<file path="src/rtl/dmem_arbiter_pkg.sv">
// dmem_arbiter_pkg: shared state encodings and default widths for the dmem arbiter
package dmem_arbiter_pkg;
  localparam int DMEM_DATA_W = 32;
  localparam int DMEM_MEM_AW = 16;
  typedef enum logic [1:0] {
    ST_IDLE = 2'b00,
    ST_GNT0 = 2'b01,
    ST_GNT1 = 2'b10
  } state_e;
endpackage

</file>
<file path="src/rtl/dmem_arbiter_rr_sel2.sv">
// dmem_arbiter_rr_sel2: combinational two-way round-robin picker (prio wins ties)
module dmem_arbiter_rr_sel2 (
  input  logic req0,
  input  logic req1,
  input  logic prio,
  output logic valid,
  output logic winner
);
  assign valid  = req0 | req1;
  assign winner = (req0 & req1) ? prio : req1;
endmodule

</file>
<file path="src/rtl/dmem_arbiter.sv">
// dmem_arbiter: registered round-robin two-master arbiter with bounded bursts for single-port dmem
module dmem_arbiter
  import dmem_arbiter_pkg::*;
#(
  parameter int DATA_W    = DMEM_DATA_W,
  parameter int MEM_AW    = DMEM_MEM_AW,
  parameter int MAX_BURST = 4
) (
  input  logic              clk,
  input  logic              rst,
  input  logic              m0_req,
  input  logic              m0_we,
  input  logic [DATA_W-1:0] m0_addr,
  input  logic [DATA_W-1:0] m0_wdata,
  output logic [DATA_W-1:0] m0_rdata,
  output logic              m0_ack,
  input  logic              m1_req,
  input  logic              m1_we,
  input  logic [DATA_W-1:0] m1_addr,
  input  logic [DATA_W-1:0] m1_wdata,
  output logic [DATA_W-1:0] m1_rdata,
  output logic              m1_ack,
  output logic [MEM_AW-1:0] mem_a,
  output logic [DATA_W-1:0] mem_wd,
  output logic              mem_we,
  input  logic [DATA_W-1:0] mem_rd,
  output logic [1:0]        owner
);
  localparam int BW = $clog2(MAX_BURST + 1);
  localparam logic [BW-1:0] BMAX = BW'(MAX_BURST - 1);
  state_e state_q, state_d;
  logic prio_q, prio_d;
  logic [BW-1:0] bcnt_q, bcnt_d;
  logic g0, g1, cur_req, oth_req, stay, sel_valid, sel_win, unused_bits;
  assign g0      = state_q == ST_GNT0;
  assign g1      = state_q == ST_GNT1;
  assign cur_req = g1 ? m1_req : m0_req;
  assign oth_req = g1 ? m0_req : m1_req;
  assign stay    = cur_req & ((bcnt_q < BMAX) | ~oth_req);
  assign unused_bits = ^{m0_addr[1:0], m0_addr[DATA_W-1:MEM_AW+2],
                         m1_addr[1:0], m1_addr[DATA_W-1:MEM_AW+2]};
  dmem_arbiter_rr_sel2 u_sel (
    .req0  (m0_req),
    .req1  (m1_req),
    .prio  (prio_q),
    .valid (sel_valid),
    .winner(sel_win)
  );
  always_ff @(posedge clk) begin
    if (rst) begin
      state_q <= ST_IDLE;
      prio_q  <= 1'b0;
      bcnt_q  <= '0;
    end else begin
      state_q <= state_d;
      prio_q  <= prio_d;
      bcnt_q  <= bcnt_d;
    end
  end
  always_comb begin
    state_d = state_q;
    prio_d  = prio_q;
    bcnt_d  = '0;
    if (!(g0 | g1)) begin
      state_d = sel_valid ? (sel_win ? ST_GNT1 : ST_GNT0) : ST_IDLE;
    end else if (stay) begin
      bcnt_d = (bcnt_q == BMAX) ? bcnt_q : bcnt_q + BW'(1);
    end else begin
      state_d = oth_req ? (g1 ? ST_GNT0 : ST_GNT1) : ST_IDLE;
      prio_d  = ~g1;
    end
  end
  always_comb begin
    m0_ack   = g0 & m0_req;
    m1_ack   = g1 & m1_req;
    m0_rdata = g0 ? mem_rd : '0;
    m1_rdata = g1 ? mem_rd : '0;
    mem_a    = g0 ? m0_addr[MEM_AW+1:2] : g1 ? m1_addr[MEM_AW+1:2] : '0;
    mem_wd   = g0 ? m0_wdata : g1 ? m1_wdata : '0;
    mem_we   = g0 ? (m0_we & m0_req) : (g1 & m1_we & m1_req);
    owner    = state_q;
  end
endmodule
</file>
<file path="config.mk">
export PLATFORM = sky130hd
export DESIGN_NAME = dmem_arbiter
export DESIGN_NICKNAME = d
export VERILOG_FILES = /design/src/rtl/dmem_arbiter_pkg.sv /design/src/rtl/dmem_arbiter_rr_sel2.sv /design/src/rtl/dmem_arbiter.sv
export SDC_FILE = /design/constraint.sdc
export NUM_CORES = 1
export LEC_CHECK = 0
export CORE_AREA = 2 2 108 110
export CTS_CLUSTER_SIZE = 40
export DETAILED_ROUTE_END_ITERATION = 6
export DIE_AREA = 0 0 110 112
export GPL_TIMING_DRIVEN = 1
export PLACE_DENSITY = 0.56
export SYNTH_ARGS = -nofsm -noshare
export SYNTH_HDL_FRONTEND = slang
export SYNTH_SLANG_ARGS = --single-unit
</file>
<file path="constraint.sdc">
create_clock -name clk -period 3 [get_ports clk]
set_input_delay 0.9 -clock clk [delete_from_list [all_inputs] [get_ports clk]]
set_output_delay 0.9 -clock clk [all_outputs]
set_load 0.03 [all_outputs]
</file>
* Word level (Yosys, flattened, before mapping)
Index checks and enable logic that the tools add are counted.
** Storage, ports and cells
- Output and inout port bits :: 117
- Bits in writable memories :: 0
- Input port bits :: 166
- Bits in registers :: 6
- Latch bits :: 0
- Word-level logic and storage cells :: 41
- Memories :: 0
- Memory bits (read-only) :: 0
** Cells by class
- Magnitude comparators :: 1
- $mul :: 0
- Bitwise operators :: 14
- Divide/modulo/power cells :: 0
- Reduce and logical (&&, ||, !) cells :: 2
- Mux-type cells :: 16
- Add/sub/neg operators :: 1
- Equality and inequality tests :: 4
- Shifts and indexed selects :: 0
** Operator list (count)
- two-way mux 32 bit :: 4
- two-way mux 16 bit :: 2
- two-way mux 2 bit :: 6
- AND 1 bit :: 7
- two-way mux 1 bit :: 4
- NOT 1 bit :: 4
- adder 3 x 1 -> 3 bit (second input constant) :: 1
- == test 3 x 2 -> 1 bit (second input constant) :: 1
- less-than comparator 3 x 2 -> 1 bit (second input constant) :: 1
- bitwise OR 1 bit :: 3
- OR reduction 3 bit :: 1
- == test 2 x 1 -> 1 bit (second input constant) :: 1
- == test 2 bit (second input constant) :: 1
- inequality test 2 bit (second input constant) :: 1
- AND reduction 2 bit :: 1

* Longest topological paths before layout
Gate-level depths: netlist (run 1).
- Word-level depth :: 7
- Gate-level depth with buffers :: 6
- Gate-level depth less buffers :: 5

* Modules after synthesis
Synthesis (run 1) repeated with hierarchy kept, for this count alone.
** Unflattened totals
- Cells, all modules :: 246
- Area total of the unflattened synthesis :: 1471.4 um2
** Modules (own cells, without submodules)
- dmem_arbiter :: area an instance 1453.9 um2, times used 1, cells an instance 243
- dmem_arbiter_rr_sel2 :: area an instance 17.5 um2, times used 1, cells an instance 3

* Worst setup path before layout (run 1)
Ideal clock, no wire load.
- Path kind :: register to output
- Start :: register state_q[1] (netlist: owner[1])
- End :: output mem_a[10]
- Data required time :: 2.100 ns
- Setup slack :: 0.179 ns
- Arrival :: 1.921 ns
- Cell stages (with the launch flop) :: 6
- Cells stage by stage :: dfxtp_1 > ha_1 > buf_2 > buf_2 > nand2_1 > o21ai_0
** On the way
- Longest elaborated chain between the ends :: 3
- Elaborated cells between the ends (all ways) :: 4
** Ends and longest elaborated chain
- start, declared :: line dmem_arbiter.sv:31 : state_e state_q, state_d;
- start signal, assigned :: line dmem_arbiter.sv:55 : state_q <= state_d;
- == test 2 bit :: line dmem_arbiter.sv:36 : assign g1 = state_q == ST_GNT1;
- two-way mux 16 bit :: line dmem_arbiter.sv:78 : mem_a = g0 ? m0_addr[MEM_AW+1:2] : g1 ? m1_addr[MEM_AW+1:2] : '0;
- two-way mux 16 bit * :: line dmem_arbiter.sv:78
- end, declared :: line dmem_arbiter.sv:23 : output logic [MEM_AW-1:0] mem_a,
Mark *: on every way between the ends. The rest lies on a longest branch, timed or not.

* Worst setup path after layout (run 1)
- Start :: input m1_req
- End :: output mem_we
** On the way
- Longest elaborated chain between the ends :: 2
** Ends and longest elaborated chain
- start, declared :: line dmem_arbiter.sv:17 : input logic m1_req,
- AND 1 bit :: line dmem_arbiter.sv:80 : mem_we = g0 ? (m0_we & m0_req) : (g1 & m1_we & m1_req);
- two-way mux 1 bit :: line dmem_arbiter.sv:80
- end, declared :: line dmem_arbiter.sv:25 : output logic mem_we,
Every way passes these cells.

==> results of run 1 <==
power groups by stage:
stage / clock, uW / combinational (uW) / sequential, uW
2_1_floorplan: 0 / 602 / 103
3_3_place_gp: 0 / 1170 / 97.5
3_5_place_dp: 0 / 1180 / 97.6
4_1_cts: 223 / 1180 / 96.7
5_1_grt: 226 / 1240 / 98.2
6_report: 219 / 1160 / 96.7
final cells by class:
| class | count | area, um2 | area share |
|---|---|---|---|
| clock buffer | 3 | 75.1 | 0.0188 |
| multi-input combinational | 207 | 1210 | 0.304 |
| inverter | 5 | 18.8 | 0.00470 |
| sequential | 6 | 120 | 0.0301 |
| tap | 143 | 179 | 0.0448 |
| timing repair buffer | 260 | 2390 | 0.598 |
worst reg2reg max path, delay by kind of cell (launching register included):
family / cells / cell delay [ns]
compound gates: 1 / 0.36
fa+ha+maj: 1 / 0.31
buf+inv: 2 / 0.36
flops: 1 / 0.35
mux: 2 / 0.36
metal layers:
layer | share of wire | wire length [um] | vias to the layer above
met5 | 0 | 0 | -
met4 | 0.012 | 98 | 0
met3 | 0.10 | 860 | 9
met2 | 0.51 | 4240 | 117
met1 | 0.37 | 3080 | 1086
li1 | - | - | 1281
path summary, 6_finish.rpt:
path | startpoint | end | slack (ns) | depth (start not counted)
setup / recovery | m1_req | mem_we | 0.19 | 4
setup reg to reg | owner[0] | owner[0] | 1.19 | 6
hold reg to reg | owner[1] | owner[1] | 0.53 | 2
hold / removal | owner[1] | owner[1] | 0.53 | 2
sequential cells by signal, summed over array words and instances, names as in the netlist:
signal	cells
bcnt_q	3
owner	2
prio_q	1
metrics by stage:
stage / total power [uW] / area [um2] / hold WS (ns)
after floorplan: 705 / 1440 / 0.532
after global placement: 1270 / 3920 / 0.507
after detailed placement: 1270 / 3920 / 0.522
after CTS: 1500 / 4000 / 0.529
after global routing: 1570 / 4000 / 0.580
final: 1480 / 4000 / 0.527
cell families after synthesis:
family,share of synthesized area
simple gates,0.495
compound gates,0.270
buf+inv,0.0827
flops,0.0836
mux,0.0279
fa+ha+maj,0.0348
xor+xnor,0.00609
layout by cell type, fill, tap and decap left out:
master             n
a21o_1             1
a21oi_1            1
a22o_1            17
a311oi_2           1
a31o_2             2
a32o_1             1
and2_1            66
buf_12             8
buf_4            117
clkbuf_16          3
clkdlybuf4s50_1  135
dfxtp_1            6
ha_1               2
ha_2               1
ha_4               1
inv_1              5
mux2i_1            4
nand2_1           66
nand2b_1           2
nand3_1            2
nor2_1             1
nor2b_1            1
nor4_1             3
o2111a_1           1
o2111ai_1          2
o21ai_0           31
xor2_1             1
==> out/results.ini, run 1 <==
[outcome]
outcome = finished, final reports clean

[cts]
htreeDepth = 1
clock_sinks = 6
cts_root_buffer = clkbuf_16
clock_latency_ns = 0.23
path_clk_slew_ns = 0.03
post_cts_resized = 0
cts_setup_buffers = 0
cts_made_buffers = 3
cts_max_path_buffers = 2
ctsHoldBuffers = 0
cts_tree = done

[timing]
maxSlewHeadroom = 0.743
worst_slew_pin_slew_ns = 0.382
setup_slack_ns = 0.192
tns_ns = 0
setup_viol = 0
finalMaxSlewViolations = 0
final.setup_skew_ns = 0.00196
min_period_ns = 2.81
rsz0062_at_grt = false
fmax_ghz = 0.356
finalHoldViolCount = 0
post-route-period-util = 0.936

[worst_setup_path]
crit_slowest_cell = clkdlybuf4s50_1
cp_max_fo = 2
crit_path_start_kind = input port
worstSetupPathType = in2out
cp-end-kind = output pin
crit_arrival_ns = 1.91
crit_family = buffers and inverters
path_cells = clkdlybuf4s50_1 -> and2_1 -> a32o_1 -> buf_4
cp_slowest_stage_delay_ns = 0.42
required_ns = 2.10
worst-path-buf-inv = 2

[power]
p_int_uw = 785
ir_drop_v = 0.000333
share_comb_of_total_power = 0.787
leakagePower_uw = 0.00177
pwr-share-seq = 0.065
p_switching_uw = 694
power-per-cell-area_mw_per_mm2 = 370
p_clk_frac = 0.148
p_sw_frac = 0.469

[global_route]
top_usage_layer = met2
antenna_found_initial = 0
grt_max_degree = 51
use_met3 = 0.0240
track_usage = 0.121
grt-ovfl-total = 0
grt_use_met2 = 0.227
grt_pass1_vias = 2402
met1_usage = 0.135
grt_pass1_wl_um = 12000

[floorplan]
die_x_um = 110
dieArea_mm2 = 0.0123
ios = 283
start_util = 0.129
die_y_um = 112
num_rows = 39
core-area_mm2 = 0.0112

[flow_run]
maxCapViolCount = 0

[yosys]
ys_types = 23
async_flop_share = 0
ys_ff_latch = 6
syn_inst = 241
syn_area_mm2 = 0.00144
yosys-top-cells-count = and2_1, nand2_1, o21ai_0
ys_top_cells_by_area = and2_1, nand2_1, o21ai_0
seq_area_frac_synth = 0.0836
synth_area_leader_cell = and2_1
synth_top_area_frac = 0.287
synth_enable_flop_cells = 0
avgSynthCellArea_um2 = 5.97
yosysWarnings = 0
yosys_most_used_dff = dfxtp_1
syn_nets = 411

[cells_and_area]
fin_util = 0.358
finalNonFillerCells = 624
fill_cells = 1177
nets = 653
drive_gt1_frac = 0.277
n_antenna_cell = 0
syn_to_final_growth_pct = 178

[routing]
drc_errors = 0
first_pass_iters = 4
vias = 2493
routedWlPerCell_um = 13.3
wl_um = 8280
drtIter0Drc = 86
drtAntennaViolNets = 0
via_per_inst = 4.00

[placed_design]
place.detailed.hpwl_um = 6950
gp_congestion = 0.766
dp.cells = 621
port_buffers = 250
dp_slack_ns = 0.173

[worst_hold_path]
hp-class = reg2reg

Power figures use the tool's default switching activity.
==> inputs of run 2 (changes only) <==
CELL_PAD_IN_SITES_DETAIL_PLACEMENT = 2   (was not set)
CELL_PAD_IN_SITES_GLOBAL_PLACEMENT = 2   (was not set)
CORE_AREA = not set   (was 2 2 108 110)
CORE_MARGIN = 2   (was not set)
CORE_UTILIZATION = 10   (was not set)
DIE_AREA = not set   (was 0 0 110 112)
PLACE_DENSITY = 0.95   (was 0.56)
==> out/results.ini, run 2 (synthesis gave the netlist of run 1 again) <==
[outcome]
outcome = finished, final reports clean

[cts]
htreeDepth = 1
post_cts_resized = 0
cts_setup_buffers = 0
cts_made_buffers = 3
clock_latency_ns = 0.23
ctsHoldBuffers = 0
cts_tree = done
cts_root_buffer = clkbuf_16
clock_sinks = 6
cts_max_path_buffers = 2
path_clk_slew_ns = 0.03

[worst_setup_path]
worstSetupPathType = in2out
crit_arrival_ns = 1.92
required_ns = 2.10
cp_slowest_stage_delay_ns = 0.42
cp_max_fo = 2
path_cells = clkdlybuf4s50_1 -> and2_1 -> a32o_1 -> buf_4
cp-end-kind = output pin
crit_slowest_cell = clkdlybuf4s50_1
crit_path_start_kind = input port

[flow_run]
maxCapViolCount = 0

[timing]
finalMaxSlewViolations = 0
fmax_ghz = 0.354
setup_viol = 0
tns_ns = 0
final.setup_skew_ns = 0.00241
rsz0062_at_grt = false
finalHoldViolCount = 0
worst_slew_pin_slew_ns = 0.358
post-route-period-util = 0.941
maxSlewHeadroom = 0.761
min_period_ns = 2.82

[floorplan]
start_util = 0.103
dieArea_mm2 = 0.0154
die_y_um = 124
core-area_mm2 = 0.0140
num_rows = 43
ios = 283
die_x_um = 124

[routing]
drtAntennaViolNets = 0
via_per_inst = 4.04
vias = 2657
first_pass_iters = 4
drc_errors = 0
wl_um = 10500
routedWlPerCell_um = 16.0
drtIter0Drc = 65

[cells_and_area]
mostFrequentLayoutCells = clkdlybuf4s50_1, buf_4, nand2_1, and2_1, o21ai_0
fin_util = 0.284
mostFrequentLayoutCell = clkdlybuf4s50_1
syn_to_final_growth_pct = 176
n_antenna_cell = 0
finalNonFillerCells = 658
fin_area_mm2 = 0.00397
largest_reg_flops = 3
top_register = bcnt_q
drive_gt1_frac = 0.272
nets = 650

[global_route]
antenna_found_initial = 0
grt_pass1_wl_um = 14600
grt_pass1_vias = 2930
track_usage = 0.119
grt_max_degree = 65
grt-ovfl-total = 0

[power]
power-per-cell-area_mw_per_mm2 = 370
ir_drop_v = 0.000199
leakagePower_uw = 0.00174

[placed_design]
placed_area_mm2 = 0.00389
place.detailed.hpwl_um = 9140
dp.cells = 655
port_buffers = 250
gp_congestion = 0.649

[worst_hold_path]
hp-class = reg2reg

-- run 2: cell types whose count changed in the layout (fill, tap and decap cells not counted), sizes merged --
cell and change:
buf -3
-- run 2: metal layers --
metal | global-route usage | up-vias | part of all wire
met4 | 0.0197 | 0 | 0.013
li1 | - | 1272 | -
met1 | 0.112 | 1256 | 0.33
met2 | 0.262 | 119 | 0.58
met3 | 0.0229 | 10 | 0.079
met5 | 0 | - | 0
-- run 2: final timing paths --
path,start,to,slack (ns),depth (start not counted)
max,m1_req,mem_we,0.18,4
min,owner[1],owner[1],0.53,2
max reg2reg,owner[0],owner[0],1.44,5
min reg2reg,owner[1],owner[1],0.53,2
-- run 2: area by class of cell --
type	count	area, um2
Multi-Input combinational cell	207	1210
Tap cell	180	225
Inverter	5	18.8
Sequential cell	6	120
Clock buffer	3	75.1
Fill cell	1650	10000
Timing Repair Buffer	257	2320
-- run 2: worst max-delay path: cells and delay by family --
| family | cells | cell delay [ns] |
|---|---|---|
| AO/OA/AOI/OAI | 1 | 0.26 |
| AND/OR/NAND/NOR | 1 | 0.18 |
| buffers and inverters | 2 | 0.58 |
-- run 2: metrics by stage --
step,power (uW),hold slack [ns],setup slack [ns]
6_report,1470,0.526,0.177
5_1_grt,1550,0.561,0.140
4_1_cts,1490,0.525,0.172
3_5_place_dp,1270,0.516,0.179
3_3_place_gp,1220,0.494,0.194
2_1_floorplan,705,0.532,0.179
-- run 2: power by group --
group	internal, uW	switching, uW	total, uW
sequential	87.8	9.77	97.5
combinational	497	657	1150
clock	171	46.9	218
total	756	714	1470
==> inputs of run 3 (changes only) <==
CAP_MARGIN = 0   (was not set)
==> results of run 3 <==
Final layout, timing and power as in run 2 (identical DEF).
